==> src/rtl/pipeline_ctrl_pkg.sv <==
// ---------------------------------------------------------------------------
// pipeline_ctrl_pkg
//   Shared definitions for the five-stage pipeline sequencer and anything
//   else that needs to agree with it, such as the forwarding unit or the
//   debug unit.
//
//   Contents:
//     ctrl_state_t         - sequencer state encoding, visible on o_state
//     HALT_OPCODE          - opcode the decoder flags as HALT
//     DRAIN_CYCLES_DEFAULT - stages behind ID that must empty after HALT
//     COUNT_W_DEFAULT      - default width of the executed-cycle counter
//     is_halt_opcode()     - helper for decoders that need the same test
// ---------------------------------------------------------------------------
package pipeline_ctrl_pkg;

  // The encoding is visible to the debug unit through o_state, so these
  // values are fixed.
  typedef enum logic [2:0] {
    ST_IDLE  = 3'd0,
    ST_RUN   = 3'd1,
    ST_STEP  = 3'd2,
    ST_DRAIN = 3'd3,
    ST_DONE  = 3'd4
  } ctrl_state_t;

  localparam logic [5:0] HALT_OPCODE = 6'b111111;

  // After HALT leaves ID, the EX, MEM and WB stages still hold live work.
  localparam int DRAIN_CYCLES_DEFAULT = 3;

  localparam int COUNT_W_DEFAULT = 32;

  function automatic logic is_halt_opcode(input logic [5:0] opcode);
    return opcode == HALT_OPCODE;
  endfunction

endpackage

==> src/rtl/pipeline_controller_hazard_detect.sv <==
// ---------------------------------------------------------------------------
// hazard_detect
//   Purely combinational load-use hazard detector. The hazard is flagged when
//   the instruction in EX is a load whose destination is a source register
//   of the instruction in ID. Register 0 never causes a hazard because it is
//   hard-wired to zero. The forwarding unit can reuse this module unchanged.
//
//   Ports:
//     ex_mem_op   in  1  EX instruction is a memory op
//     ex_mem_type in  1  0 = load, 1 = store
//     ex_rt       in  5  destination rt of the EX instruction
//     id_rs       in  5  rs field of the ID instruction
//     id_rt       in  5  rt field of the ID instruction
//     id_uses_rt  in  1  ID instruction actually reads rt
//     load_use    out 1  stall required this cycle
// ---------------------------------------------------------------------------
module hazard_detect
  import pipeline_ctrl_pkg::*;
(
  input  logic       ex_mem_op,
  input  logic       ex_mem_type,
  input  logic [4:0] ex_rt,
  input  logic [4:0] id_rs,
  input  logic [4:0] id_rt,
  input  logic       id_uses_rt,
  output logic       load_use
);

  logic ex_is_load;
  logic rs_match;
  logic rt_match;

  // An rt match only matters when the ID instruction really reads rt.
  // For I-type ALU ops and loads, rt is a destination, not a source.
  always_comb begin
    ex_is_load = ex_mem_op && !ex_mem_type;
    rs_match   = (ex_rt == id_rs);
    rt_match   = id_uses_rt && (ex_rt == id_rt);
    load_use   = ex_is_load && (ex_rt != 5'd0) && (rs_match || rt_match);
  end

endmodule

==> src/rtl/pipeline_controller.sv <==
// ---------------------------------------------------------------------------
// pipeline_controller
//   Central sequencer for the five-stage MIPS pipeline. It produces the
//   per-stage advance, flush and bubble controls. It also runs the debug
//   state machine, which has five states: idle, free-run, single-step,
//   drain after HALT, and done.
//
//   Parameters:
//     DRAIN_CYCLES  cycles the pipe keeps advancing after HALT leaves ID
//     COUNT_W       width of the executed-cycle counter
//
//   Ports:
//     i_clk, i_rst_n     clock (rising edge), async active-low reset
//     i_run              level, free-run requested
//     i_step             one-cycle pulse, request one pipeline advance
//     i_id_halt          ID holds HALT
//     i_id_rs, i_id_rt   source fields of the ID instruction
//     i_id_uses_rt       ID instruction reads rt
//     i_id_branch_taken  jump or branch resolved taken in ID
//     i_ex_mem_op        EX is a memory op
//     i_ex_mem_type      0 load, 1 store
//     i_ex_rt            destination rt of the EX instruction
//     o_pc_en            PC loads its next value
//     o_if_id_en         IF/ID captures
//     o_if_id_flush      IF/ID loads NOP
//     o_id_ex_bubble     ID/EX loads NOP
//     o_pipe_en          ID/EX, EX/MEM and MEM/WB advance
//     o_state            current sequencer state
//     o_halted           program finished and pipeline drained
//     o_cycle_count      number of cycles with o_pipe_en high
// ---------------------------------------------------------------------------
module pipeline_controller
  import pipeline_ctrl_pkg::*;
#(
  parameter int DRAIN_CYCLES = DRAIN_CYCLES_DEFAULT,
  parameter int COUNT_W      = COUNT_W_DEFAULT
) (
  input  logic               i_clk,
  input  logic               i_rst_n,
  input  logic               i_run,
  input  logic               i_step,
  input  logic               i_id_halt,
  input  logic [4:0]         i_id_rs,
  input  logic [4:0]         i_id_rt,
  input  logic               i_id_uses_rt,
  input  logic               i_id_branch_taken,
  input  logic               i_ex_mem_op,
  input  logic               i_ex_mem_type,
  input  logic [4:0]         i_ex_rt,
  output logic               o_pc_en,
  output logic               o_if_id_en,
  output logic               o_if_id_flush,
  output logic               o_id_ex_bubble,
  output logic               o_pipe_en,
  output logic [2:0]         o_state,
  output logic               o_halted,
  output logic [COUNT_W-1:0] o_cycle_count
);

  localparam int DRAIN_W = (DRAIN_CYCLES < 2) ? 1 : $clog2(DRAIN_CYCLES + 1);

  ctrl_state_t        state, state_next;
  logic [DRAIN_W-1:0] drain_cnt, drain_cnt_next;
  logic [COUNT_W-1:0] cycle_count;
  logic               load_use;

  hazard_detect u_hazard_detect (
    .ex_mem_op   (i_ex_mem_op),
    .ex_mem_type (i_ex_mem_type),
    .ex_rt       (i_ex_rt),
    .id_rs       (i_id_rs),
    .id_rt       (i_id_rt),
    .id_uses_rt  (i_id_uses_rt),
    .load_use    (load_use)
  );

  // State, drain counter and cycle counter registers. The cycle counter
  // follows o_pipe_en directly, so bubble and drain cycles count as
  // executed cycles. It wraps naturally at 2^COUNT_W.
  always_ff @(posedge i_clk or negedge i_rst_n) begin
    if (!i_rst_n) begin
      state       <= ST_IDLE;
      drain_cnt   <= '0;
      cycle_count <= '0;
    end else begin
      state     <= state_next;
      drain_cnt <= drain_cnt_next;
      if (o_pipe_en) begin
        cycle_count <= cycle_count + COUNT_W'(1);
      end
    end
  end

  // Next-state and output decode.
  //
  // While advancing, there is a fixed priority. A load-use stall comes first
  // and hides HALT and branches in ID, because the ID instruction is held
  // and will be seen again next cycle. HALT comes next and takes over from
  // both the run-release and the single-step return to IDLE. Otherwise the
  // instruction would stay stuck in ID with the pipeline only half emptied.
  // The decoder never flags HALT and a taken branch together, so their
  // relative order only needs to be fixed, not meaningful.
  always_comb begin
    state_next     = state;
    drain_cnt_next = drain_cnt;
    o_pc_en        = 1'b0;
    o_if_id_en     = 1'b0;
    o_if_id_flush  = 1'b0;
    o_id_ex_bubble = 1'b0;
    o_pipe_en      = 1'b0;
    o_halted       = 1'b0;

    unique case (state)
      ST_IDLE: begin
        if (i_run) begin
          state_next = ST_RUN;
        end else if (i_step) begin
          state_next = ST_STEP;
        end
      end

      ST_RUN, ST_STEP: begin
        o_pipe_en  = 1'b1;
        state_next = (state == ST_RUN && i_run) ? ST_RUN : ST_IDLE;
        if (load_use) begin
          o_id_ex_bubble = 1'b1;
        end else if (i_id_halt) begin
          o_if_id_flush  = 1'b1;
          state_next     = ST_DRAIN;
          drain_cnt_next = DRAIN_W'(DRAIN_CYCLES);
        end else if (i_id_branch_taken) begin
          o_pc_en       = 1'b1;
          o_if_id_flush = 1'b1;
        end else begin
          o_pc_en    = 1'b1;
          o_if_id_en = 1'b1;
        end
      end

      // Keep the back half moving and feed NOPs in behind HALT. The
      // comparison is "<= 1" so that a zero-length drain also ends.
      ST_DRAIN: begin
        o_pipe_en      = 1'b1;
        o_if_id_flush  = 1'b1;
        drain_cnt_next = drain_cnt - DRAIN_W'(1);
        if (drain_cnt <= DRAIN_W'(1)) begin
          state_next = ST_DONE;
        end
      end

      ST_DONE: begin
        o_halted = 1'b1;
      end

      default: begin
        state_next = ST_IDLE;
      end
    endcase
  end

  assign o_state       = state;
  assign o_cycle_count = cycle_count;

endmodule

==> config.mk <==
export PLATFORM = sky130hd
export DESIGN_NAME = pipeline_controller
export DESIGN_NICKNAME = d
export VERILOG_FILES = /design/src/rtl/pipeline_ctrl_pkg.sv /design/src/rtl/pipeline_controller_hazard_detect.sv /design/src/rtl/pipeline_controller.sv
export SDC_FILE = /design/constraint.sdc
export NUM_CORES = 1
export LEC_CHECK = 0
export BUFFER_PORTS_ARGS = -buffer_cell sky130_fd_sc_hd__clkbuf_2
export CAP_MARGIN = 20
export CORE_ASPECT_RATIO = 0.8
export CORE_MARGIN = 2
export CORE_UTILIZATION = 46
export CTS_BUF_LIST = sky130_fd_sc_hd__clkbuf_8 sky130_fd_sc_hd__clkbuf_16
export CTS_CLUSTER_DIAMETER = 60
export DETAILED_ROUTE_END_ITERATION = 7
export GPL_TIMING_DRIVEN = 0
export HOLD_SLACK_MARGIN = 0.1
export PLACE_DENSITY = 0.86
export REMOVE_ABC_BUFFERS = 1
export SYNTH_ARGS = -nofsm -noshare
export SYNTH_HDL_FRONTEND = slang
export SYNTH_SLANG_ARGS = --single-unit
==> constraint.sdc <==
create_clock -name i_clk -period 1.6 [get_ports i_clk]
set_input_delay 0.24 -clock i_clk [delete_from_list [all_inputs] [get_ports i_clk]]
set_output_delay 0.24 -clock i_clk [all_outputs]
set_load 0.02 [all_outputs]
==> impl_metrics.toml <==
[run_status]
outcome = "complete, but fails checks"
violations = "setup timing"

[detailed_routing]
routed_wl_um = 6920
dr_total_vias = 2022
drcViolationCount = 0
wire_per_inst_um = 20.0
drt_first_pass_iters = 4
via_per_inst = 5.84
detail-route-antenna-nets = 0
drtIter0Drc = 157

[cts]
cts_tree = "built"
clk_pin_slew_ns = 0.07
cts.sinks = 37
clock_latency_ns = 0.30
htree_levels = 2
cts_made_buffers = 5
clk_path_buf_depth = 2
cts_root_buffer = "clkbuf_8"

[setup_path]
r2r_start = "o_state[2]$_DFFE_PN0P_"
crit_buf_inv = 3
worstSetupStartpointType = "input pin"
cp_num_cells = 6
crit_required_ns = 1.36
reg2regPathDepth = 6
path_delay_family = "simple AND/OR/NAND/NOR gates"
critPathKind = "in2out"
cp.arrival_ns = 1.65
crit_path_top_delay_cell = "or4_4"
regToRegEndpoint = "o_cycle_count[11]$_DFFE_PN0P_"
end_kind = "output pin"
rrSetupSlack_ns = -0.09
path_cells = "buf_8 > or4_4 > o21ai_4 > inv_2 > a2111oi_4 > buf_4"
slowest_delay_ns = 0.55
path_max_fanout = 4

[global_route]
grt_max_degree = 38
grt_pass1_wl_um = 8940
antenna_found_initial = 0
grt_pass1_vias = 1804
gr-usage-all-layers_pct = 22.8
gr-total-overflow = 0

[timing]
relSlewSlack_pct = 38.6
setup_violations = 20
slew_violations = 0
fmax_ghz = 0.528
tns_ns = -1.44
hold_slack_ns = 0.299
fin_crit_ns = 1.89
hold_viol_final = 0
period_share_pct = 118
fin_worst_skew_ns = 0.00875
fin_ws_ns = -0.295
rsz0062_at_grt = "true"
worstMarginPinSlew_ns = 0.922

[placement]
port_buffers = 64
dp_hpwl_um = 3470
dp_slack_ns = -0.383
routabilityCongestion = 0.774

[floorplanning]
io_pins = 65
fp.dieH_um = 64.8
row_count = 22
die-area_um2 = 5180
initial_utilization_pct = 47.0
die_w_um = 79.9
core_um2 = 4510

[finish]
n_fill_cell = 297
final_cell_mix = "clkbuf_2 (57), dfrtp_1 (27), xnor2_1 (23)"
multi_input_area_um2 = 1420
mostFrequentLayoutCell = "clkbuf_2"
drive_gt1_share_pct = 53.5
ff_latch_area_um2 = 938
diodes = 0
final_nets = 311
syn2layout_area_growth_pct = 51.0

[hold_path]
worstHoldStart = "i_run"
hold_path.class = "in2reg"
hold_depth = 4
whs_endpoint = "o_state[0]$_DFFE_PN0P_"

[synth]
syn_avg_cell_area_um2 = 11.2
synthDistinctLibCells = 43
synth_top_cell_by_area = "dfrtp_1"
ys_seq_elements = 37
syn-cell-area_um2 = 2120
synthCells = 190
synth_top_area_share_pct = 43.6
yosys_warnings = 0
synthFlopType = "dfrtp_1"
synth_area_leaders = "dfrtp_1 (44%), xnor2_1 (10%), xor2_1 (7.4%)"
synth_edf_count = 0
synth.yosys.seq_area_share_pct = 43.6
async_flop_share_pct = 100

[pwr]
power_density_nw_per_um2 = 599
leakagePower_nw = 1.71
ir_worst_vdd_uv = 646

[job]
cap_violations = 0
## layer usage
layer	up-vias	global-route usage (%)	part of all wire [%]
met5	-	0	0
met4	0	9.11	3.5
met3	25	4.04	6.2
met2	102	35.7	49
met1	1007	31.5	41
li1	888	-	-
## power breakdown
part           leakage (nW)  internal, mW  switching [mW]
clock network        0.0574         0.507           0.355
logic                  1.16        0.0563          0.0670
registers             0.493         0.934               0
total                  1.71          1.50           0.422
## Yosys cell counts, types with 2 or more instances
master and number:
dfrtp_1 37, xnor2_1 25, nand2_1 18, xor2_1 18
nand3_1 13, nor4_2 10, nor3_1 8, nand4_1 7
a21oi_1 3, and2_1 3, and4_1 3, inv_1 3
nand4_4 3, a21o_1 2, and3_1 2, and4_4 2
buf_6 2, ha_1 2, nand2b_1 2, nor3b_1 2
nor4_1 2, o22ai_1 2
## tightest hold or removal path, cell delays in order
cell      delay, ns
clkbuf_2       0.09
nand2b_1       0.06
a21o_1         0.10
nand3_1        0.07
## registers in the layout, summed over array words and instances, names as in the netlist
| name | flops |
|---|---|
| o_cycle_count | 32 |
| o_state | 3 |
| drain_cnt | 2 |
## logic make-up after synthesis
logic type | after synthesis | share of synthesized area, %
and+or+nand+nor | 83 | 28.0
xor gates and xnor gates | 43 | 17.7
DFF | 37 | 43.6
AOI/OAI and AO/OA | 15 | 6.37
buffers and inverters | 9 | 2.53
adders and majority gates | 2 | 1.18
muxes | 1 | 0.531
## timing repair
action,4_1_cts,5_1_grt
hold endpoints to repair,30,0
cloned,0,0
setup buffers,16,12
hold buffers,1,0
pin swaps,23,16
gates resized for setup,39,38
setup endpoints to repair,36,37
## metrics by stage
stage	instance area, µm²	power, mW	utilization, %	instances
after floorplan	2080	0.994	-	185
after global placement	2480	1.05	54.9	309
after detailed placement	2480	1.06	54.9	309
after CTS	2980	1.90	66.1	334
after global routing	3200	1.98	71.0	346
final	3200	1.92	71.0	346
## how the worst max path moves through the flow
stage	startpoint	to	slack, ns
2_1_floorplan	o_state[2]$_DFFE_PN0P_	o_cycle_count[26]$_DFFE_PN0P_	-0.37
3_3_place_gp	o_state[2]$_DFFE_PN0P_	o_cycle_count[26]$_DFFE_PN0P_	-0.37
3_5_place_dp	i_ex_rt[1]	o_pc_en	-0.38
4_1_cts	i_ex_rt[4]	o_pc_en	-0.31
5_1_grt	i_ex_rt[4]	o_pc_en	-0.33
6_report	i_ex_rt[4]	o_pc_en	-0.29
## layout make-up
class | count | share of cell area, %
Multi-Input combinational cell | 144 | 44.2
Clock inverter | 2 | 1.17
Clock buffer | 6 | 2.58
Tap cell | 60 | 2.34
Sequential cell | 37 | 29.3
Inverter | 4 | 0.469
Timing Repair Buffer | 93 | 20.0
No activity file was read; power rests on OpenSTA's default activity.
